--- src/rtl/sch_dispatcher.sv ---
// sch_dispatcher: 1-to-8 stream distributor.
//
// A single destination-tagged valid/ready input stream is routed beat by beat
// into one of eight per-port FIFOs, or into all eight on broadcast. Each
// output port drains its own FIFO through a valid/ready handshake, so a
// stalled consumer only blocks beats addressed to its own port.
//
// Ports:
//   clk, reset          - rising-edge clock, synchronous active-high reset
//   valid_i, data_i,
//   priority_i, dest_i,
//   bcast_i             - input beat and its routing tag
//   ready_i (out)       - the presented beat can be accepted this cycle
//   channel_valid_o     - per-port valid (bit k = port k)
//   channel_data_o      - per-port head data, port k at [k*DATA_W +: DATA_W]
//   channel_priority_o  - per-port head priority, port k at [k*PRIO_W +: PRIO_W]
//   channel_ready_i     - per-port consumer ready
//   occupancy_o         - per-port fill level, port k at [k*OW +: OW]
//   accept_cnt_o        - wrapping count of accepted input beats
module sch_dispatcher #(
    parameter int unsigned DATA_W = 32,
    parameter int unsigned PRIO_W = 3,
    parameter int unsigned DEPTH  = 4,
    parameter int unsigned CNT_W  = 16
) (
    input  logic                              clk,
    input  logic                              reset,
    input  logic                              valid_i,
    input  logic [DATA_W-1:0]                 data_i,
    input  logic [PRIO_W-1:0]                 priority_i,
    input  logic [2:0]                        dest_i,
    input  logic                              bcast_i,
    output logic                              ready_i,
    output logic [7:0]                        channel_valid_o,
    output logic [8*DATA_W-1:0]               channel_data_o,
    output logic [8*PRIO_W-1:0]               channel_priority_o,
    input  logic [7:0]                        channel_ready_i,
    output logic [8*($clog2(DEPTH)+1)-1:0]    occupancy_o,
    output logic [CNT_W-1:0]                  accept_cnt_o
);

    localparam int unsigned AW = $clog2(DEPTH);
    localparam int unsigned OW = AW + 1;
    localparam int unsigned EW = DATA_W + PRIO_W;
    localparam logic [AW:0] PTR_ONE = OW'(1);
    localparam logic [CNT_W-1:0] CNT_ONE = CNT_W'(1);

    typedef logic [EW-1:0] entry_t;

    entry_t          mem [8][DEPTH];
    logic [AW:0]     wr_ptr_q [8];
    logic [AW:0]     rd_ptr_q [8];
    logic [CNT_W-1:0] cnt_q;

    logic [7:0] full;
    logic [7:0] empty;
    logic [7:0] push;
    logic [7:0] pop;
    logic       accept;

    // Pointers carry one extra wrap bit: equal pointers mean empty, equal
    // index with differing wrap bit means full.
    always_comb begin
        full  = '0;
        empty = '0;
        for (int k = 0; k < 8; k++) begin
            empty[k] = (wr_ptr_q[k] == rd_ptr_q[k]);
            full[k]  = (wr_ptr_q[k][AW] != rd_ptr_q[k][AW]) &&
                       (wr_ptr_q[k][AW-1:0] == rd_ptr_q[k][AW-1:0]);
        end
    end

    // Acceptance looks only at stored fill state, never at channel_ready_i,
    // so a full FIFO refuses a push even while it is being popped.
    always_comb begin
        if (reset) begin
            ready_i = 1'b0;
        end else if (bcast_i) begin
            ready_i = (full == 8'h00);
        end else begin
            ready_i = !full[dest_i];
        end
    end

    assign accept = valid_i & ready_i;

    always_comb begin
        push = '0;
        pop  = '0;
        for (int k = 0; k < 8; k++) begin
            push[k] = accept & (bcast_i | (dest_i == 3'(k)));
            pop[k]  = ~empty[k] & channel_ready_i[k];
        end
    end

    always_ff @(posedge clk) begin
        if (reset) begin
            for (int k = 0; k < 8; k++) begin
                wr_ptr_q[k] <= '0;
                rd_ptr_q[k] <= '0;
            end
            cnt_q <= '0;
        end else begin
            for (int k = 0; k < 8; k++) begin
                if (push[k]) begin
                    wr_ptr_q[k] <= wr_ptr_q[k] + PTR_ONE;
                end
                if (pop[k]) begin
                    rd_ptr_q[k] <= rd_ptr_q[k] + PTR_ONE;
                end
            end
            if (accept) begin
                cnt_q <= cnt_q + CNT_ONE;
            end
        end
    end

    // Storage needs no reset; accept is already blocked while reset is high.
    always_ff @(posedge clk) begin
        for (int k = 0; k < 8; k++) begin
            if (push[k]) begin
                mem[k][wr_ptr_q[k][AW-1:0]] <= {data_i, priority_i};
            end
        end
    end

    always_comb begin
        channel_valid_o    = '0;
        channel_data_o     = '0;
        channel_priority_o = '0;
        occupancy_o        = '0;
        for (int k = 0; k < 8; k++) begin
            channel_valid_o[k] = ~empty[k];
            channel_data_o[k*DATA_W +: DATA_W] =
                mem[k][rd_ptr_q[k][AW-1:0]][EW-1:PRIO_W];
            channel_priority_o[k*PRIO_W +: PRIO_W] =
                mem[k][rd_ptr_q[k][AW-1:0]][PRIO_W-1:0];
            occupancy_o[k*OW +: OW] = wr_ptr_q[k] - rd_ptr_q[k];
        end
    end

    assign accept_cnt_o = cnt_q;

endmodule
--- config.mk ---
export PLATFORM = sky130hd
export DESIGN_NAME = sch_dispatcher
export DESIGN_NICKNAME = d
export VERILOG_FILES = /design/src/rtl/sch_dispatcher.sv
export SDC_FILE = /design/constraint.sdc
export NUM_CORES = 1
export LEC_CHECK = 0
export CAP_MARGIN = 20
export CORE_MARGIN = 8
export CORE_UTILIZATION = 46
export DETAILED_ROUTE_END_ITERATION = 10
export GPL_TIMING_DRIVEN = 0
export PLACE_DENSITY_LB_ADDON = 0.3
export SLEW_MARGIN = 40
export SYNTH_ARGS = -nofsm -noshare
export SYNTH_HDL_FRONTEND = slang
export SYNTH_SLANG_ARGS = --single-unit
--- constraint.sdc ---
create_clock -name clk -period 19.3 [get_ports clk]
set_input_delay 5.79 -clock clk [delete_from_list [all_inputs] [get_ports clk]]
set_output_delay 5.79 -clock clk [all_outputs]
set_load 0.02 [all_outputs]
==> results.rst, run 1 <==
.. list-table::
   :header-rows: 1

   * - Metric
     - Value
   * - Post-DR wirelength/cell
     - around 27 microns
   * - Type of destination of the critical path
     - output port
   * - Transition at the pin with the smallest max-transition slack
     - a little under 0.9 ns
   * - Final wirelength
     - approximately 110000 microns
   * - Most instantiated library cell after synthesis
     - edfxtp_1
   * - Global-route wire length before repair
     - around 150000 microns
   * - Net switching fraction of the power
     - 24.4%
   * - Antenna diode count
     - 0
   * - Path type of the worst min-delay path
     - reg2reg
   * - Maximum level of the CTS H-tree
     - 3
   * - Critical path data arrival time
     - approximately 8 ns
   * - Sequential cell area in the final layout
     - 35400 sq um
   * - Fraction of power consumed by the clock network
     - a little under two fifths
   * - Remaining number of nets flagged by the antenna check after routing
     - 0
   * - Vias after detailed routing
     - 21500
   * - Antenna violations before repair
     - 2
   * - Site Rows
     - between 100 and 150
   * - Layout Cell Area excl Fill
     - ~55000 sq um
   * - Count of cell types in the netlist
     - 43
   * - Run status
     - finished clean
   * - Worst path buffer plus inverter count
     - 2
   * - Vias in the first global route
     - about 22000
   * - Number of post-CTS setup repair buffers
     - 0
   * - GPL Wtd Cong
     - slightly above 0.8
   * - Synth area leader
     - edfxtp_1
   * - Root buf cell
     - clkbuf_16
   * - Clock latency on the worst-skew pair
     - ~0.7 ns
   * - Kind of start point of the critical path
     - primary input
   * - Worst supply voltage drop on vdd
     - 0.0650 mV
   * - Power density relative to cell area
     - 111 nW/um^2
   * - Worst hold path startpoint
     - accept_cnt_o[15]
   * - Number of failing setup endpoints in the final timing report
     - 0
   * - Core area
     - ~96000 sq um
   * - Launch point of the worst path
     - dest_i[1]
   * - Clock tree from TritonCTS
     - yes
   * - Leakage power summed over all cells
     - ~18 nW
   * - Peak Freq
     - approximately 71 MHz
   * - Placed inst area
     - slightly above 50000 sq um
   * - Aggregate negative setup slack
     - 0 ns
   * - Number of hold buffers added after CTS
     - 0
   * - Cell with the most instances on the worst path
     - nor3_1
   * - Type of the worst setup path
     - in2out
   * - Top-area cell type share of the netlist area
     - around four fifths
   * - Buffer depth of the longest clock path
     - 3
   * - Yosys reg bits
     - ~1200
   * - Total global routing track utilization
     - between 10% and 20%
   * - Starting density of the core
     - 46.3%
   * - Max Slew Vio Count
     - 0
   * - Net switching power of the design
     - ~1.5 mW
   * - Number of clock sinks seen by CTS
     - between 1000 and 1500
   * - Main synth FF type
     - edfxtp_1
   * - Post-detailed-placement half-perimeter wirelength
     - 71700 microns
   * - 1st-pass router iterations
     - 6
   * - RSZ-0062 raised after global routing
     - no
   * - I/O pin count
     - 379
   * - Maximum number of pins on one net before global-route repair
     - 36
   * - Die width
     - 328 microns
   * - Critical-path cell list
     - clkdlybuf4s50_1 > nand2b_1 > nor3_1 > nor3_1 > nor4b_2 > nor3_1 > nor2_1 > clkdlybuf4s50_1
   * - Comb power frac
     - 15.4%
   * - Worst slew margin relative to its limit
     - 41.9%
   * - Number of design-rule violations left by the first detailed-router iteration
     - around 2200
   * - Cts bufs inserted
     - between 100 and 150
   * - Clock input transition at the sequential cells of the worst setup and hold paths
     - around 0.06 ns
   * - List of most frequent post-synthesis cells
     - 1168 x edfxtp_1, 280 x mux4_2, 57 x ha_1, 51 x inv_1
   * - Area occupied by multi-input gates
     - around 9000 sq um
   * - Net count of the mapped netlist
     - 2038
   * - Post-synth EDFFs
     - between 1000 and 1500
   * - Buffers on Ports
     - around 380
   * - Final worst path period share
     - a little over 70%
   * - Height of the chip
     - about 330 microns
   * - Total number of nets in the final design
     - approximately 2600
   * - Critical register-to-register path startpoint
     - rd_ptr_q[0][4]
   * - Synth-to-Final Area Change
     - 22.4%
   * - Number of fillers in the final layout
     - ~7100
   * - Number of violations of the max-capacitance limit
     - 0
   * - Slowest cell on the critical path
     - clkdlybuf4s50_1
   * - Top area cells in the synthesized netlist
     - edfxtp_1 79%, mux4_2 14%, ha_1 1.6%
   * - Total congestion overflow
     - 0
   * - DR DRC count
     - 0
   * - Share of layout cells above drive strength 1
     - between 20% and 30%
   * - Cell count after synthesis
     - ~1900
   * - Summed instance area of the synthesized netlist
     - 44700 sq um
   * - Proportion of register bits with asynchronous set or reset after synthesis
     - 0%
   * - Maximum clock skew at final layout
     - 0.0229 ns
   * - Sequential area share after synthesis
     - between 70% and 80%
   * - Avg Synthesized Cell Area
     - approximately 23 sq um
   * - Final Hold Viols
     - 0
   * - DIE AREA
     - 107000 sq um
   * - Delay contributed by the slowest stage of the critical path
     - 0.64 ns
   * - Via-per-instance ratio
     - approximately 5.6
   * - Critical path data required time
     - 13.51 ns
   * - Max FO, Critical Path
     - 8
   * - Post-CTS resize count
     - 0
   * - Int Power
     - 4.60 mW
   * - Seq pwr share
     - between 40% and 50%
   * - Synth warnings
     - 0
   * - Tmin final
     - roughly 14 ns
   * - Cell class contributing the biggest share of worst-path delay
     - buffers and inverters
==> layout make-up <==
cell class	instances	share of cell area (%)
plain buffers	80	0.643
clock buffers	137	5.49
clock inverters	76	1.44
inverters	51	0.350
multi-input cells	608	16.3
flip-flops and latches	1184	64.7
well taps	1276	2.92
repair buffers	436	8.15
==> worst register-to-register path, cell delays in order, from the launching register on <==
cell	delay, ns
edfxtp_1	0.42
clkbuf_1	0.65
clkbuf_1	0.63
inv_1	0.10
ha_1	0.35
nand2_1	0.15
o22ai_1	0.11
nor4_1	0.33
and4b_1	0.34
o31ai_4	0.12
buf_6	0.16
buf_2	0.23
nor3b_2	0.53
buf_2	0.31
buf_4	0.19
buf_4	0.17
buf_2	0.24
==> cell families after synthesis <==
group,Yosys count,share of synthesized area (%)
xor gates and xnor gates,33,0.697
DFF,1184,79.2
buffers and inverters,131,1.15
muxes,282,14.2
AOI/OAI and AO/OA,42,0.557
and+or+nand+nor,186,2.25
adders and majority gates,65,1.95
==> through the flow <==
stage	util [%]	std cells	setup WS [ns]	hold WS (ns)	power [mW]
detailed placement	52.7	3635	5.40	0.486	3.91
finish	56.7	3848	5.31	0.499	6.08
global route	56.7	3848	5.22	0.535	6.27
floorplan	-	1923	6.54	0.559	3.44
CTS	56.7	3848	5.39	0.499	6.14
global placement	51.9	3575	5.48	0.482	3.89
==> state kept, by name, indices dropped and copies added, names as in the netlist <==
name	count
accept_cnt_o	16
mem	1120
rd_ptr_q	24
wr_ptr_q	24
==> path summary, 6_finish.rpt <==
check	end	slack, ns	depth (start not counted)
hold reg to reg	accept_cnt_o[15]	0.50	2
setup / recovery	ready_i	5.31	8
hold / removal	accept_cnt_o[15]	0.50	2
setup reg to reg	mem[7][119]	13.93	16
==> power by group through the flow <==
stage / Clock [mW] / Combinational (mW) / Sequential (mW)
2_1_floorplan: 0 / 0.492 / 2.95
3_3_place_gp: 0 / 0.933 / 2.96
3_5_place_dp: 0 / 0.953 / 2.95
4_1_cts: 2.28 / 0.958 / 2.90
5_1_grt: 2.38 / 0.990 / 2.90
6_report: 2.24 / 0.938 / 2.90
==> layout by cell type (no fill, tap or decap), drive strengths merged, types with 4 or more instances in the layout <==
| master | count |
|---|---|
| a21oi | 15 |
| a31oi | 4 |
| and2 | 38 |
| buf | 127 |
| bufinv | 15 |
| clkbuf | 185 |
| clkdlybuf4s50 | 341 |
| clkinv | 57 |
| dfxtp | 16 |
| edfxtp | 1168 |
| fa | 8 |
| ha | 57 |
| inv | 55 |
| mux4 | 280 |
| nand2 | 35 |
| nand3 | 12 |
| nand4 | 5 |
| nor2 | 30 |
| nor2b | 4 |
| nor3 | 26 |
| nor3b | 10 |
| o21ai | 16 |
| o31ai | 4 |
| or3 | 5 |
| xnor2 | 30 |
==> routing by layer <==
metal	track usage [%]	vias to the layer above	part of all wire [%]
met1	26.3	11500	41
met4	4.92	0	1.9
li1	-	9103	-
met3	3.41	121	6.5
met5	0	-	0
met2	32.5	769	51
No activity file was read; power rests on OpenSTA's default activity.
==> inputs of run 2 (changes only) <==
clock period = 11.3 ns   (was 19.3 ns; I/O delays follow)
==> results of run 2 <==
Same layout as run 1 (identical final DEF). Status: finished clean.
Main changes from that run: setup slack after placement 5.40 ns -> 2.20 ns; setup slack after layout 5.31 ns -> 2.11 ns; register-to-register setup slack 13.93 ns -> 5.93 ns; total power 6.08 mW -> 10.4 mW; worst IR drop on VDD 0.0650 mV -> 0.111 mV
